--- config.mk ---
export PLATFORM = sky130hd
export DESIGN_NAME = sig_session_ctrl
export DESIGN_NICKNAME = d
export VERILOG_FILES = /design/src/rtl/sig_session_ctrl.sv
export SDC_FILE = /design/constraint.sdc
export NUM_CORES = 1
export LEC_CHECK = 0
export CELL_PAD_IN_SITES_DETAIL_PLACEMENT = 0
export CELL_PAD_IN_SITES_GLOBAL_PLACEMENT = 2
export CORE_MARGIN = 1
export CORE_UTILIZATION = 31
export DETAILED_ROUTE_END_ITERATION = 10
export PLACE_DENSITY = 0.86
export SLEW_MARGIN = 0
export SYNTH_ARGS = -nofsm -noshare
export SYNTH_HDL_FRONTEND = slang
export SYNTH_SLANG_ARGS = --single-unit
--- constraint.sdc ---
create_clock -name clk -period 2.88 [get_ports clk]
set_clock_uncertainty 0.15 [all_clocks]
set_input_delay 0.576 -clock clk [delete_from_list [all_inputs] [get_ports clk]]
set_output_delay 0.576 -clock clk [all_outputs]
set_load 0.01 [all_outputs]
--- src/rtl/sig_session_ctrl.sv ---
// sig_session_ctrl
// Initiator-side sequencer for the response compactor's memory-mapped port.
// A session accepts num_words 16-bit response words and turns each accepted
// word into one compactor write. It then reads the raw 32-bit signature back
// and compares it against a golden value latched when the session started.
//
// Ports:
//   clk, rst_n          clock (rising edge), asynchronous active-low reset
//   start               one-cycle session request, honoured only in IDLE
//   num_words           word count for the session, sampled on accepted start
//   golden_sig          expected signature, sampled on accepted start
//   in_valid/in_ready   response word handshake; in_data carries the word
//   mem_access_addr     compactor address
//   mem_write_data      compactor write data
//   mem_write_en        compactor write strobe
//   mem_read_data       compactor read data (combinational from the address)
//   busy                session in progress
//   done                one-cycle pulse at session end
//   pass                result of the last session
//   timeout_err         last session was aborted by the idle timeout
//   signature           signature captured by the last session
//   dbg_state           current FSM state (0 IDLE, 1 COMPACT, 2 READ, 3 REPORT)
//
// Handshake: a word transfers in any cycle where in_valid and in_ready are
// both high; in_ready never depends on in_valid, and in_valid is never
// required to stay high when in_ready is low.
module sig_session_ctrl #(
  parameter logic [15:0] ADDR_BASE = 16'h0000,
  parameter int unsigned TIMEOUT   = 255
) (
  input  logic        clk,
  input  logic        rst_n,
  input  logic        start,
  input  logic [15:0] num_words,
  input  logic [31:0] golden_sig,
  input  logic        in_valid,
  input  logic [15:0] in_data,
  output logic        in_ready,
  output logic [15:0] mem_access_addr,
  output logic [15:0] mem_write_data,
  output logic        mem_write_en,
  input  logic [31:0] mem_read_data,
  output logic        busy,
  output logic        done,
  output logic        pass,
  output logic        timeout_err,
  output logic [31:0] signature,
  output logic [1:0]  dbg_state
);

  typedef enum logic [1:0] {
    ST_IDLE    = 2'd0,
    ST_COMPACT = 2'd1,
    ST_READ    = 2'd2,
    ST_REPORT  = 2'd3
  } state_t;

  localparam logic [15:0] TIMEOUT_L = 16'(TIMEOUT);
  // The raw signature view lives at the base address with bit0 clear.
  localparam logic [15:0] SIG_ADDR  = {ADDR_BASE[15:1], 1'b0};

  state_t      state_q, state_d;
  logic [15:0] num_words_q, num_words_d;
  logic [31:0] golden_q, golden_d;
  logic [15:0] addr_idx_q, addr_idx_d;
  logic [15:0] word_cnt_q, word_cnt_d;
  logic [15:0] idle_cnt_q, idle_cnt_d;
  logic        pass_q, pass_d;
  logic        timeout_err_q, timeout_err_d;
  logic [31:0] signature_q, signature_d;

  always_ff @(posedge clk or negedge rst_n) begin
    if (!rst_n) begin
      state_q       <= ST_IDLE;
      num_words_q   <= 16'h0000;
      golden_q      <= 32'h0000_0000;
      addr_idx_q    <= 16'h0000;
      word_cnt_q    <= 16'h0000;
      idle_cnt_q    <= 16'h0000;
      pass_q        <= 1'b0;
      timeout_err_q <= 1'b0;
      signature_q   <= 32'h0000_0000;
    end else begin
      state_q       <= state_d;
      num_words_q   <= num_words_d;
      golden_q      <= golden_d;
      addr_idx_q    <= addr_idx_d;
      word_cnt_q    <= word_cnt_d;
      idle_cnt_q    <= idle_cnt_d;
      pass_q        <= pass_d;
      timeout_err_q <= timeout_err_d;
      signature_q   <= signature_d;
    end
  end

  always_comb begin
    state_d         = state_q;
    num_words_d     = num_words_q;
    golden_d        = golden_q;
    addr_idx_d      = addr_idx_q;
    word_cnt_d      = word_cnt_q;
    idle_cnt_d      = idle_cnt_q;
    pass_d          = pass_q;
    timeout_err_d   = timeout_err_q;
    signature_d     = signature_q;
    in_ready        = 1'b0;
    mem_access_addr = 16'h0000;
    mem_write_data  = 16'h0000;
    mem_write_en    = 1'b0;
    busy            = 1'b0;
    done            = 1'b0;

    unique case (state_q)
      ST_IDLE: begin
        if (start) begin
          num_words_d   = num_words;
          golden_d      = golden_sig;
          pass_d        = 1'b0;
          timeout_err_d = 1'b0;
          addr_idx_d    = 16'h0000;
          word_cnt_d    = 16'h0000;
          idle_cnt_d    = 16'h0000;
          state_d       = (num_words == 16'h0000) ? ST_READ : ST_COMPACT;
        end
      end

      ST_COMPACT: begin
        busy            = 1'b1;
        in_ready        = 1'b1;
        mem_access_addr = ADDR_BASE + addr_idx_q;
        if (in_valid) begin
          // Write goes out in the same cycle the word is accepted.
          mem_write_en   = 1'b1;
          mem_write_data = in_data;
          addr_idx_d     = addr_idx_q + 16'd2;
          word_cnt_d     = word_cnt_q + 16'd1;
          idle_cnt_d     = 16'h0000;
          // Exact compare, so num_words=16'hFFFF terminates without wrap.
          if (word_cnt_d == num_words_q) begin
            state_d = ST_READ;
          end
        end else begin
          idle_cnt_d = idle_cnt_q + 16'd1;
          if ((TIMEOUT != 0) && (idle_cnt_d == TIMEOUT_L)) begin
            state_d       = ST_REPORT;
            timeout_err_d = 1'b1;
            pass_d        = 1'b0;
          end
        end
      end

      ST_READ: begin
        busy            = 1'b1;
        mem_access_addr = SIG_ADDR;
        signature_d     = mem_read_data;
        pass_d          = (mem_read_data == golden_q);
        state_d         = ST_REPORT;
      end

      ST_REPORT: begin
        busy    = 1'b1;
        done    = 1'b1;
        state_d = ST_IDLE;
      end

      default: state_d = ST_IDLE;
    endcase
  end

  assign pass        = pass_q;
  assign timeout_err = timeout_err_q;
  assign signature   = signature_q;
  assign dbg_state   = state_q;

endmodule

After elaboration in Yosys (flattened, before gate mapping)
Index checks and enable logic that the tools add are counted.
{"block": "word_totals", "output_inout_bits": 72, "in_bits": 100, "register_bits": 132, "elab_cells": 63}
{"block": "classes", "n_addsub": 3, "mux": 28, "eq_ne": 12, "n_reduce_logical": 11}
{"cell": "two-way mux 16 bit", "count": 7}
{"cell": "one-hot mux 16 bit (2 select lines)", "count": 3}
{"cell": "adder 16 x 1 -> 16 bit (second input constant)", "count": 2}
{"cell": "== test 32 bit", "count": 1}
{"cell": "adder 16 x 2 -> 16 bit (second input constant)", "count": 1}
{"cell": "== test 16 bit", "count": 1}
{"cell": "== test 16 x 8 -> 1 bit (second input constant)", "count": 1}
{"cell": "logical NOT 16 bit", "count": 1}
{"cell": "two-way mux 1 bit", "count": 10}
{"cell": "two-way mux 2 bit", "count": 5}
{"cell": "inequality test 2 bit (second input constant)", "count": 4}
{"cell": "one-hot mux 2 bit (4 select lines)", "count": 1}
{"cell": "AND reduction 4 bit", "count": 2}
{"cell": "inequality test 3 bit (second input constant)", "count": 2}
{"cell": "AND reduction 3 bit", "count": 2}
{"cell": "== test 2 bit (second input constant)", "count": 2}
{"cell": "AND reduction 2 bit", "count": 2}
{"cell": "one-hot mux 1 bit (3 select lines)", "count": 1}
{"cell": "nonzero test 3 bit", "count": 1}
{"cell": "OR reduction 3 bit", "count": 1}
{"cell": "== test 2 x 1 -> 1 bit (second input constant)", "count": 1}
{"cell": "logical NOT 2 bit", "count": 1}
{"cell": "one-hot mux 1 bit (2 select lines)", "count": 1}
{"cell": "nonzero test 2 bit", "count": 1}

Longest topological paths before layout
Gate-level depths: netlist (run 1).
{"block": "logic_depth", "depth_word": 5, "mapped_depth": 10}

Least setup slack after synthesis (run 1)
Ideal clock, no wire load.
{"block": "synth_timing", "path_type": "flip-flop to flip-flop", "start": "register word_cnt_q[0]", "end": "register state_q[0], in the netlist dbg_state[0]", "path_stages_with_launch": 10, "required_time_ns": 2.598, "setup_time_ns": 0.132, "arrival_time_ns": 2.155, "setup_slack_ns": 0.443, "path_buffers": 0, "cell_sequence": "dfrtp_1 > ha_1 > nand4_2 > nor3_1 > xnor2_1 > nand4_1 > nor4_4 > a21oi_2 > o21ai_0 > o41ai_2"}
{"block": "synth_between", "elab_chain_cells": 4}
{"element": "start: declaration", "line_no": "66", "source": "logic [15:0] word_cnt_q, word_cnt_d;"}
{"element": "start signal: assignment", "line_no": "88", "source": "word_cnt_q <= word_cnt_d;"}
{"element": "adder 16 x 1 -> 16 bit", "line_no": "136", "source": "word_cnt_d = word_cnt_q + 16'd1;"}
{"element": "== test 16 bit", "line_no": "139", "source": "if (word_cnt_d == num_words_q) begin"}
{"element": "inequality test 3 bit (no source line)"}
{"element": "AND reduction 3 bit (no source line)"}
{"element": "end signal: assignment", "line_no": "84", "source": "state_q <= state_d;"}
{"element": "end: declaration", "line_no": "62", "source": "state_t state_q, state_d;"}
Every way passes these cells.
A chain may end at the register's enable or synchronous reset.

Worst setup path in the final report (run 1)
{"block": "layout_timing", "start": "input port in_valid", "end": "output port mem_write_en"}
{"block": "layout_between", "elab_chain_cells": 2}
{"element": "start: declaration", "line_no": "36", "source": "input logic in_valid,"}
{"element": "two-way mux 1 bit", "line_no": "131", "source": "if (in_valid) begin"}
{"element": "two-way mux 1 bit", "line_no": "113", "source": "unique case (state_q)"}
{"element": "end: declaration", "line_no": "41", "source": "output logic mem_write_en,"}
Every way passes these cells.

==> results of run 1 <==
[flip-flops by register name, indices dropped and copies added, names as in the netlist]
name         flops
timeout_err      1
pass             1
word_cnt_q      16
signature       32
addr_idx_q      15
idle_cnt_q      16
num_words_q     16
golden_q        32
dbg_state        2
[routing by layer]
layer	GRT usage (%)	routed length [um]	vias to the layer above
met3	6.968	1561	14
met4	4.762	165	0
met2	26.88	8794	158
met5	0	0	-
met1	20.85	8244	2691
li1	-	-	2711
[synthesized netlist by cell type, types with 3 or more instances]
library cell | count | area (um^2)
xor2_1 | 21 | 183.9
o41ai_1 | 5 | 43.79
nor2b_1 | 3 | 18.77
nor4_1 | 9 | 56.30
a21oi_1 | 9 | 45.04
clkbuf_8 | 3 | 41.29
nand2_1 | 50 | 187.7
nand3_1 | 25 | 125.1
buf_1 | 6 | 22.52
nor2_1 | 34 | 127.6
and3_1 | 20 | 125.1
o31ai_1 | 10 | 75.07
o21ai_0 | 47 | 235.2
nor4_4 | 4 | 85.08
or3_1 | 7 | 43.79
nand3_2 | 3 | 30.03
and2_1 | 19 | 118.9
a31oi_1 | 7 | 43.79
mux2_2 | 80 | 900.9
dfrtp_1 | 131 | 3278
inv_1 | 10 | 37.54
xnor2_1 | 45 | 394.1
ha_1 | 9 | 112.6
clkbuf_1 | 19 | 71.32
nor3_1 | 12 | 60.06
buf_4 | 5 | 37.54
nand4_1 | 17 | 106.4
[cell families (layout without fill, tap and decap cells)]
family / after synthesis / after routing / share of synthesized area [%]
AO/OA/AOI/OAI: 96 / 96 / 8.768
XOR/XNOR: 66 / 66 / 8.234
adder cells (fa/ha/maj): 9 / 9 / 1.604
buffers and inverters: 46 / 246 / 3.208
flip-flops: 131 / 131 / 46.69
multiplexers: 82 / 82 / 13.12
other: 1 / 1 / 0.05342
AND/OR/NAND/NOR: 223 / 223 / 18.32
[layout by cell type, fill, tap and decap left out, types with 5 or more instances in the layout]
master,Yosys,layout
o41ai_1,5,5
a21oi_1,9,9
inv_1,10,9
inv_6,0,5
nor3_1,12,12
clkbuf_16,0,17
nor4_1,9,9
or3_1,7,7
xnor2_1,45,45
nand2_1,50,49
buf_4,5,28
and3_1,20,20
dfrtp_1,131,130
o21ai_0,47,47
nand4_1,17,17
a31oi_1,7,7
o31ai_1,10,10
and2_1,19,19
ha_1,9,8
nor2_1,34,34
xor2_1,21,21
mux2_2,80,80
clkdlybuf4s50_1,0,168
nand3_1,25,25
[metrics by stage]
step | util, % | worst slack (ps) | instance area, um^2 | setup TNS [ps]
after floorplan | - | 442.6 | 7020 | 0
after global placement | 41.58 | -115.9 | 9159 | -115.9
after detailed placement | 41.58 | -122.4 | 9159 | -122.4
after CTS | 44.43 | 0.05329 | 9786 | 0
after global routing | 44.54 | 25.69 | 9811 | 0
final | 44.54 | 118.7 | 9811 | 0
[worst max path at each step]
stage	start	endpoint	slack, ps	cells after the start
after floorplan	word_cnt_q[0]$_DFFE_PN0P_	dbg_state[0]$_DFFE_PN0P_	440	9
after global placement	mem_read_data[7]	pass$_DFFE_PN0P_	-120	7
after detailed placement	mem_read_data[7]	pass$_DFFE_PN0P_	-120	7
after CTS	dbg_state[1]$_DFFE_PN0P_	mem_write_data[3]	0.05	5
after global routing	idle_cnt_q[0]$_DFFE_PN0P_	pass$_DFFE_PN0P_	30	9
final	in_valid	mem_write_en	120	4
[what timing repair did]
| item | in CTS | in global routing |
|---|---|---|
| setup endpoints to repair | 33 | 31 |
| hold buffers | 1 | 0 |
| hold endpoints to repair | 54 | 0 |
| resized for setup | 4 | 3 |
| buffers inserted | 0 | 2 |
[power breakdown]
part / switching (mW) / internal [mW] / leakage, nW
combinational: 1.51 / 1.91 / 2.09
sequential: 0.464 / 2.48 / 1.65
clock: 0.898 / 1.29 / 0.297
[layout make-up]
cell class	count	area, um^2
tap	280	350.3
multi-input combinational	477	3532
clock buffer	20	466.7
fill	2080	12220
clock inverter	12	136.4
sequential	131	3279
timing repair buffer	204	2008
inverter	10	37.54
[worst register-to-register path, delay by kind of cell (launching register included)]
kind,cells,cell delay (ps)
simple gates,4,900
compound gates,3,580
flops,1,440
fa+ha+maj,1,340
xor+xnor,1,200
==> run_results.csv, run 1 <==
group,metric,value,unit
timing,slew_viol_final,0,
clock_tree,path_clk_slew,60,ps
worst_setup_path,path_cells,"clkdlybuf4s50_1 > buf_4 > and2_1 > clkdlybuf4s50_1",
timing,fmax,0.3621,GHz
die,initial_core_util,31.87,%
clock_tree,cts_tree,"yes",
worst_setup_path,rrSetupSlack,140,ps
run_status,status,"complete, but fails checks",
run_status,violations,"DRC",
timing,period_minus_slack,2761,ps
clock_tree,cts_root_buffer,"clkbuf_16",
synth,synthFlopType,"dfrtp_1",
worst_setup_path,crit_slowest_cell,"clkdlybuf4s50_1",
timing,period_share,95.88,%
die,die_area,23250,um^2
worst_setup_path,cp.buffers_inverters,3,
synth,ys_ff_latch,131,
synth,syn_area_per_cell,10.73,um^2
synth,seq_area_frac_synth,46.69,%
synth,syn_nets,763,
place,hpwlAfterDp,13.90,mm
place,dp_cells,1099,
synth,synth_cells,654,
worst_setup_path,crit_type,"in2out",
pwr,p_leak,4.033,nW
grt,grt_max_degree,58,
worst_setup_path,crit_family,"buffers and inverters",
worst_setup_path,r2r-start,"idle_cnt_q[0]$_DFFE_PN0P_",
routing,first_iter_violations,201,
routing,wire_per_inst,16.55,um
routing,vias_per_cell,4.915,
pwr,finalPower,8.559,mW
cells_and_area,fin_cells,1134,
pwr,ir_worst_vdd,0.0004563,V
place,gp_congestion,0.8203,
synth,synth-edff-count,0,
worst_setup_path,r2r_cells,9,
clock_tree,numCtsBuffers,17,
worst_setup_path,timing.rr.end,"pass$_DFFE_PN0P_",
cells_and_area,drive_gt1_share,20.26,%
worst_hold_path,min_from,"signature[30]$_DFFE_PN0P_",
synth,async_flop_share,100.0,%
worst_hold_path,holdPathEnd,"signature[30]$_DFFE_PN0P_",
timing,hold_ws,354.3,ps
clock_tree,clockBufferDepth,2,
routing,routed_wl,18.77,mm
clock_tree,clk_latency,420,ps
routing,firstDrtPassIters,7,
routing,ant_nets,0,
worst_setup_path,cpMostUsedCell,"clkdlybuf4s50_1",
synth,syn_area,7020,um^2
grt,grt_use_total,16.84,%
clock_tree,cts_sinks,131,
timing,hold_violations,0,
flow_run,maxCapViolCount,0,
worst_setup_path,max_stage_delay,540,ps
die,core,22030,um^2
die,io_pins,172,
clock_tree,ctsHtreeMaxLevel,4,
worst_setup_path,arrival,2040,ps
synth,yosys_warnings,0,
die,die_w,152.5,um
pwr,power.density,872.5,nW/um^2
worst_setup_path,cp_max_fo,9,
cells_and_area,nets,950,
timing,relSlewSlack,58.34,%
worst_hold_path,hp-class,"reg2reg",
grt,gr-total-overflow,0,
place,portBuffers,170,
timing,rsz0062_at_grt,"no",
worst_hold_path,hold_depth,1,
worst_setup_path,endpoint_kind,"output pin",
synth,ys_types,62,
die,rows,54,
routing,drc,8,
grt,antenna_found_initial,0,
cells_and_area,area_growth,39.74,%
grt,grt_pass1_vias,5707,
die,die_h,152.5,um
routing,vias,5574,
grt,grt_pass1_wl,30.67,mm
worst_setup_path,crit_required,2150,ps
timing,tightest_slew,617.1,ps
worst_setup_path,critPathLaunchType,"input pin",
cells_and_area,diodes,0,
timing,setup_viol,0,
Note: power is estimated with default switching activity, not from simulation.
==> run 2, diff against run 1 <==
CTS_CLUSTER_SIZE = 16   (was unset)
MAX_ROUTING_LAYER = met4   (was unset)
==> run 2 against run 1 <==
The run still ends with DRC left. Register-to-register slack lost 20 ps. Routed wire length is essentially flat. Sequential cell count is the same. Fmax shrank 0.26%. Cell count is the same. Largest cell class unchanged. Via count shrank 0.59%. Clock power is essentially flat. Non-clock buffer count is the same. Combinational power is essentially flat. Utilization is the same. Sequential power is essentially flat.
==> run_results.csv, run 2 (synthesized netlist as in run 1, its figures left out) <==
group,metric,value,unit
worst_setup_path,r2r_cells,9,
worst_setup_path,endpoint_kind,"output pin",
cells_and_area,final_cell_mix,"168 x clkdlybuf4s50_1, 130 x dfrtp_1, 80 x mux2_2, 49 x nand2_1, 47 x o21ai_0",
grt,grt_use_total,17.37,%
worst_setup_path,crit_required,2150,ps
routing,drc,8,
die,rows,54,
routing,vias,5541,
timing,rsz0062_at_grt,"no",
worst_setup_path,crit_slowest_cell,"clkdlybuf4s50_1",
routing,ant_nets,0,
clock_tree,numCtsBuffers,17,
grt,grt_pass1_wl,30.61,mm
run_status,status,"complete, but fails checks",
timing,relSlewSlack,57.46,%
place,portBuffers,170,
timing,setup_viol,0,
clock_tree,cts_root_buffer,"clkbuf_16",
cells_and_area,area_growth,39.74,%
timing,period_minus_slack,2769,ps
pwr,switching_share,33.66,%
worst_setup_path,max_stage_delay,550,ps
cells_and_area,diodes,0,
place,hpwlAfterDp,13.90,mm
pwr,p_seq_share,34.5,%
pwr,power.density,873.3,nW/um^2
clock_tree,cts_sinks,131,
cells_and_area,nets,950,
clock_tree,path_clk_slew,60,ps
cells_and_area,fin_cells,1134,
worst_setup_path,cpMostUsedCell,"clkdlybuf4s50_1",
timing,tightest_slew,630.1,ps
cells_and_area,fill_cells,2080,
routing,first_iter_violations,198,
grt,met1_usage,21.60,%
timing,fmax,0.3612,GHz
timing,hold_violations,0,
flow_run,maxCapViolCount,0,
grt,gr-total-overflow,0,
routing,firstDrtPassIters,8,
clock_tree,clk_latency,420,ps
worst_setup_path,crit_type,"in2out",
pwr,clockPowerShare,25.6,%
worst_setup_path,critPathLaunchType,"input pin",
routing,wire_per_inst,16.54,um
worst_setup_path,arrival,2040,ps
worst_hold_path,hp-class,"reg2reg",
pwr,p_leak,4.033,nW
worst_setup_path,path_cells,"clkdlybuf4s50_1 > buf_4 > and2_1 > clkdlybuf4s50_1",
place,dp_cells,1099,
grt,grt.busiest_layer,"met2",
pwr,power_switching,2.884,mW
pwr,finalPower,8.568,mW
die,io_pins,172,
place,gp_congestion,0.8326,
routing,routed_wl,18.75,mm
cells_and_area,mostFrequentLayoutCell,"clkdlybuf4s50_1",
pwr,ir_worst_vdd,0.0004618,V
run_status,violations,"DRC",
grt,grt_max_degree,58,
timing,slew_viol_final,0,
clock_tree,clockBufferDepth,2,
cells_and_area,drive_gt1_share,20.26,%
worst_hold_path,hold_depth,1,
grt,grt_util_met3,6.030,%
die,die_w,152.5,um
grt,met2_usage,26.82,%
die,die_h,152.5,um
die,initial_core_util,31.87,%
pwr,pwr-share-comb,40.0,%
grt,antenna_found_initial,0,
die,die_area,23250,um^2
timing,period_share,96.13,%
routing,vias_per_cell,4.886,
grt,grt_pass1_vias,5701,
clock_tree,ctsHtreeMaxLevel,4,
pwr,p_int,5.684,mW
die,core,22030,um^2
clock_tree,cts_tree,"yes",
worst_setup_path,cp_max_fo,9,
-- run 2: critical path: cells and delay by family --
kind,cells,cell delay (ps)
simple gates,1,170
buf+inv,3,1290
-- run 2: path summary, 6_finish.rpt --
check,from,endpoint,slack [ps]
max,in_valid,mem_write_en,110
min,signature[30]$_DFFE_PN0P_,signature[30]$_DFFE_PN0P_,350
max reg2reg,idle_cnt_q[0]$_DFFE_PN0P_,pass$_DFFE_PN0P_,120
min reg2reg,signature[30]$_DFFE_PN0P_,signature[30]$_DFFE_PN0P_,350
max in group asynchronous,rst_n,dbg_state[1]$_DFFE_PN0P_,1350
min in group asynchronous,rst_n,signature[0]$_DFFE_PN0P_,530
-- run 2: layout make-up --
type,count,area (um^2),share of cell area (%)
clock buffer,20,466.7,4.757
clock inverter,12,136.4,1.390
inverter,10,37.54,0.3826
multi-input combinational,477,3532,36.00
sequential,131,3279,33.43
tap,280,350.3,3.571
timing repair buffer,204,2008,20.47
-- run 2: stage by stage --
stage	cell area [um^2]	setup slack, ps	hold slack, ps	setup TNS (ps)	util, %
after CTS	9786	0.05329	353.2	0	44.43
after global routing	9811	18.61	361.7	0	44.54
after global placement	9159	-115.9	338.9	-115.9	41.58
after detailed placement	9159	-122.4	331.7	-122.4	41.58
after floorplan	7020	442.6	130.4	0	-
final	9811	111.4	354.3	0	44.54
-- run 2: what timing repair did --
action	4_1_cts	5_1_grt
cloned	0	0
endpoints found under the hold margin	54	0
setup buffers	0	2
endpoints found under the setup margin	33	31
resized for setup	4	3
pin swaps	0	0
hold buffers	1	0
-- run 2: power groups by stage --
| stage | registers (mW) | clock network [mW] | logic [mW] |
|---|---|---|---|
| after floorplan | 2.99 | 0 | 1.87 |
| after global placement | 2.97 | 0 | 3.38 |
| after detailed placement | 2.99 | 0 | 3.40 |
| after CTS | 2.97 | 2.26 | 3.44 |
| after global routing | 3.04 | 2.33 | 3.73 |
| final | 2.95 | 2.19 | 3.42 |
-- run 2: per-layer routing --
layer  vias to the layer above  part of all wire (%)
met4                         0                   1.1
met1                      2654                    45
met3                        17                   7.6
met2                       159                    46
met5                         -                     0
li1                       2711                     -
==> run 3, diff against run 2 <==
CORE_MARGIN = 2   (was 1)
==> run 3 against run 2 <==
The run ends with hold timing left. Register-to-register slack better by 90 ps. Die area is 2.6% higher. Global-route usage is 0.95 points lower. Clock-buffer cell count is 3 lower. Sequential share of layout area is 0.098 points higher. Via count is 0.52% lower.
==> run_results.csv, run 3 (synthesized netlist as in run 1, its figures left out) <==
group,metric,value,unit
die,initial_core_util,31.29,%
timing,hold_ws,-26.62,ps
worst_setup_path,path_depth,4,
routing,routed_wl,18.83,mm
routing,firstDrtPassIters,4,
timing,period_share,96.77,%
place,portBuffers,170,
timing,slew_viol_final,0,
worst_setup_path,path_cells,"clkdlybuf4s50_1 > buf_4 > and2_1 > clkdlybuf4s50_1",
timing,hold_violations,17,
cells_and_area,utilization,43.60,%
clock_tree,clockBufferDepth,2,
grt,grt_pass1_vias,5615,
worst_setup_path,cpMostUsedCell,"clkdlybuf4s50_1",
pwr,ir_worst_vdd,0.0004916,V
timing,fmax,0.3588,GHz
routing,first_iter_violations,274,
grt,antenna_found_initial,0,
worst_setup_path,cp-startpoint,"in_valid",
routing,vias,5512,
worst_setup_path,critPathLaunchType,"input pin",
routing,wire_per_inst,16.59,um
run_status,violations,"hold timing",
grt,grt.busiest_layer,"met2",
grt,met1_usage,20.48,%
grt,grt_max_degree,57,
cells_and_area,drive_gt1_share,20.35,%
worst_setup_path,rrSetupSlack,210,ps
clock_tree,cts_root_buffer,"clkbuf_16",
timing,relSlewSlack,60.26,%
clock_tree,clk_latency,430,ps
worst_setup_path,crit_type,"in2out",
die,core,22430,um^2
place,gp_congestion,0.7824,
flow_run,maxCapViolCount,0,
cells_and_area,final_cell_mix,"169 x clkdlybuf4s50_1, 130 x dfrtp_1, 80 x mux2_2, 49 x nand2_1, 47 x o21ai_0",
clock_tree,path_clk_slew,60,ps
worst_setup_path,cp.buffers_inverters,3,
worst_hold_path,hp-class,"in2async",
die,rows,55,
grt,grt_pass1_wl,30.17,mm
grt,met2_usage,24.96,%
worst_setup_path,r2r_cells,8,
cells_and_area,nets,946,
die,die_w,154.5,um
pwr,p_leak,3.985,nW
worst_setup_path,endpoint_kind,"output pin",
die,die_h,154.5,um
routing,ant_nets,0,
cells_and_area,mostFrequentLayoutCell,"clkdlybuf4s50_1",
worst_setup_path,cp_max_fo,19,
timing,tightest_slew,596.2,ps
worst_setup_path,crit_required,2150,ps
routing,vias_per_cell,4.856,
routing,drc,0,
worst_setup_path,crit_family,"buffers and inverters",
die,io_pins,172,
clock_tree,numCtsBuffers,17,
clock_tree,ctsHtreeMaxLevel,4,
cells_and_area,diodes,0,
clock_tree,ctsHoldBuffers,0,
place,hpwlAfterDp,13.53,mm
worst_setup_path,crit_slowest_cell,"clkdlybuf4s50_1",
grt,gr-total-overflow,0,
worst_setup_path,r2r-start,"word_cnt_q[1]$_DFFE_PN0P_",
worst_setup_path,endpoint,"mem_write_en",
timing,setup_viol,0,
timing,setup-tns-final,0,ps
clock_tree,cts_sinks,131,
clock_tree,cts_tree,"yes",
worst_setup_path,arrival,2060,ps
grt,grt_util_met3,6.332,%
pwr,finalPower,8.492,mW
cells_and_area,area_growth,39.33,%
die,die_area,23870,um^2
timing,period_minus_slack,2787,ps
grt,grt_use_total,16.42,%
worst_setup_path,max_stage_delay,540,ps
run_status,status,"complete, but fails checks",
pwr,power.density,868.2,nW/um^2
worst_setup_path,timing.rr.end,"dbg_state[0]$_DFFE_PN0P_",
## run 3: cell count changes in the layout (fill, tap and decap cells not counted), moves of 2 or more
cell / previous run / this run
buf_6: 3 / 1
clkinvlp_4: 0 / 2
inv_8: 1 / 4
ha_2: 0 / 2
clkinv_4: 4 / 2
ha_1: 8 / 6
buf_4: 28 / 25
clkbuf_8: 3 / 0
## run 3: per-layer routing
metal  vias up  wire length [um]
li1       2703                 -
met1      2640              8425
met2       153              8642
met3        16              1525
met4         0               235
met5         -                 0
## run 3: final cells by class
type	instances	area (um^2)
fill	2149	12650
multi-input combinational	477	3552
sequential	131	3279
timing repair buffer	200	1996
clock buffer	17	425.4
tap	285	356.6
clock inverter	15	135.1
inverter	10	37.54
## run 3: worst min-delay path by stage
stage | slack (ps) | end | cells past startpoint
final | -30 | golden_q[23]$_DFFE_PN0P_ | 1
after global routing | 9 | signature[20]$_DFFE_PN0P_ | 1
after CTS | 0.03 | signature[0]$_DFFE_PN0P_ | 1
after detailed placement | 340 | idle_cnt_q[15]$_DFFE_PN0P_ | 1
after global placement | 340 | idle_cnt_q[15]$_DFFE_PN0P_ | 1
after floorplan | 130 | addr_idx_q[10]$_DFFE_PN0P_ | 0
## run 3: report_power, final
| part | internal [mW] | switching (mW) |
|---|---|---|
| Sequential | 2.48 | 0.467 |
| Combinational | 1.94 | 1.50 |
| Clock | 1.14 | 0.955 |
| Total | 5.57 | 2.93 |
## run 3: per-stage QoR
stage                     cells  hold WS (ps)  setup WS (ps)  cell area (um^2)
after floorplan             654         130.4          442.6              7020
after global placement     1099         337.7          58.89              9140
after detailed placement   1099         339.8         -14.77              9140
after CTS                  1131       0.02665          10.05              9701
after global routing       1135         9.334         -22.54              9782
final                      1135        -26.62          93.16              9782
## run 3: timing repair
action / 4_1_cts / 5_1_grt
gates resized for setup: 0 / 8
buffers inserted: 0 / 3
endpoints found under the hold margin: 0 / 0
endpoints found under the setup margin: 0 / 34
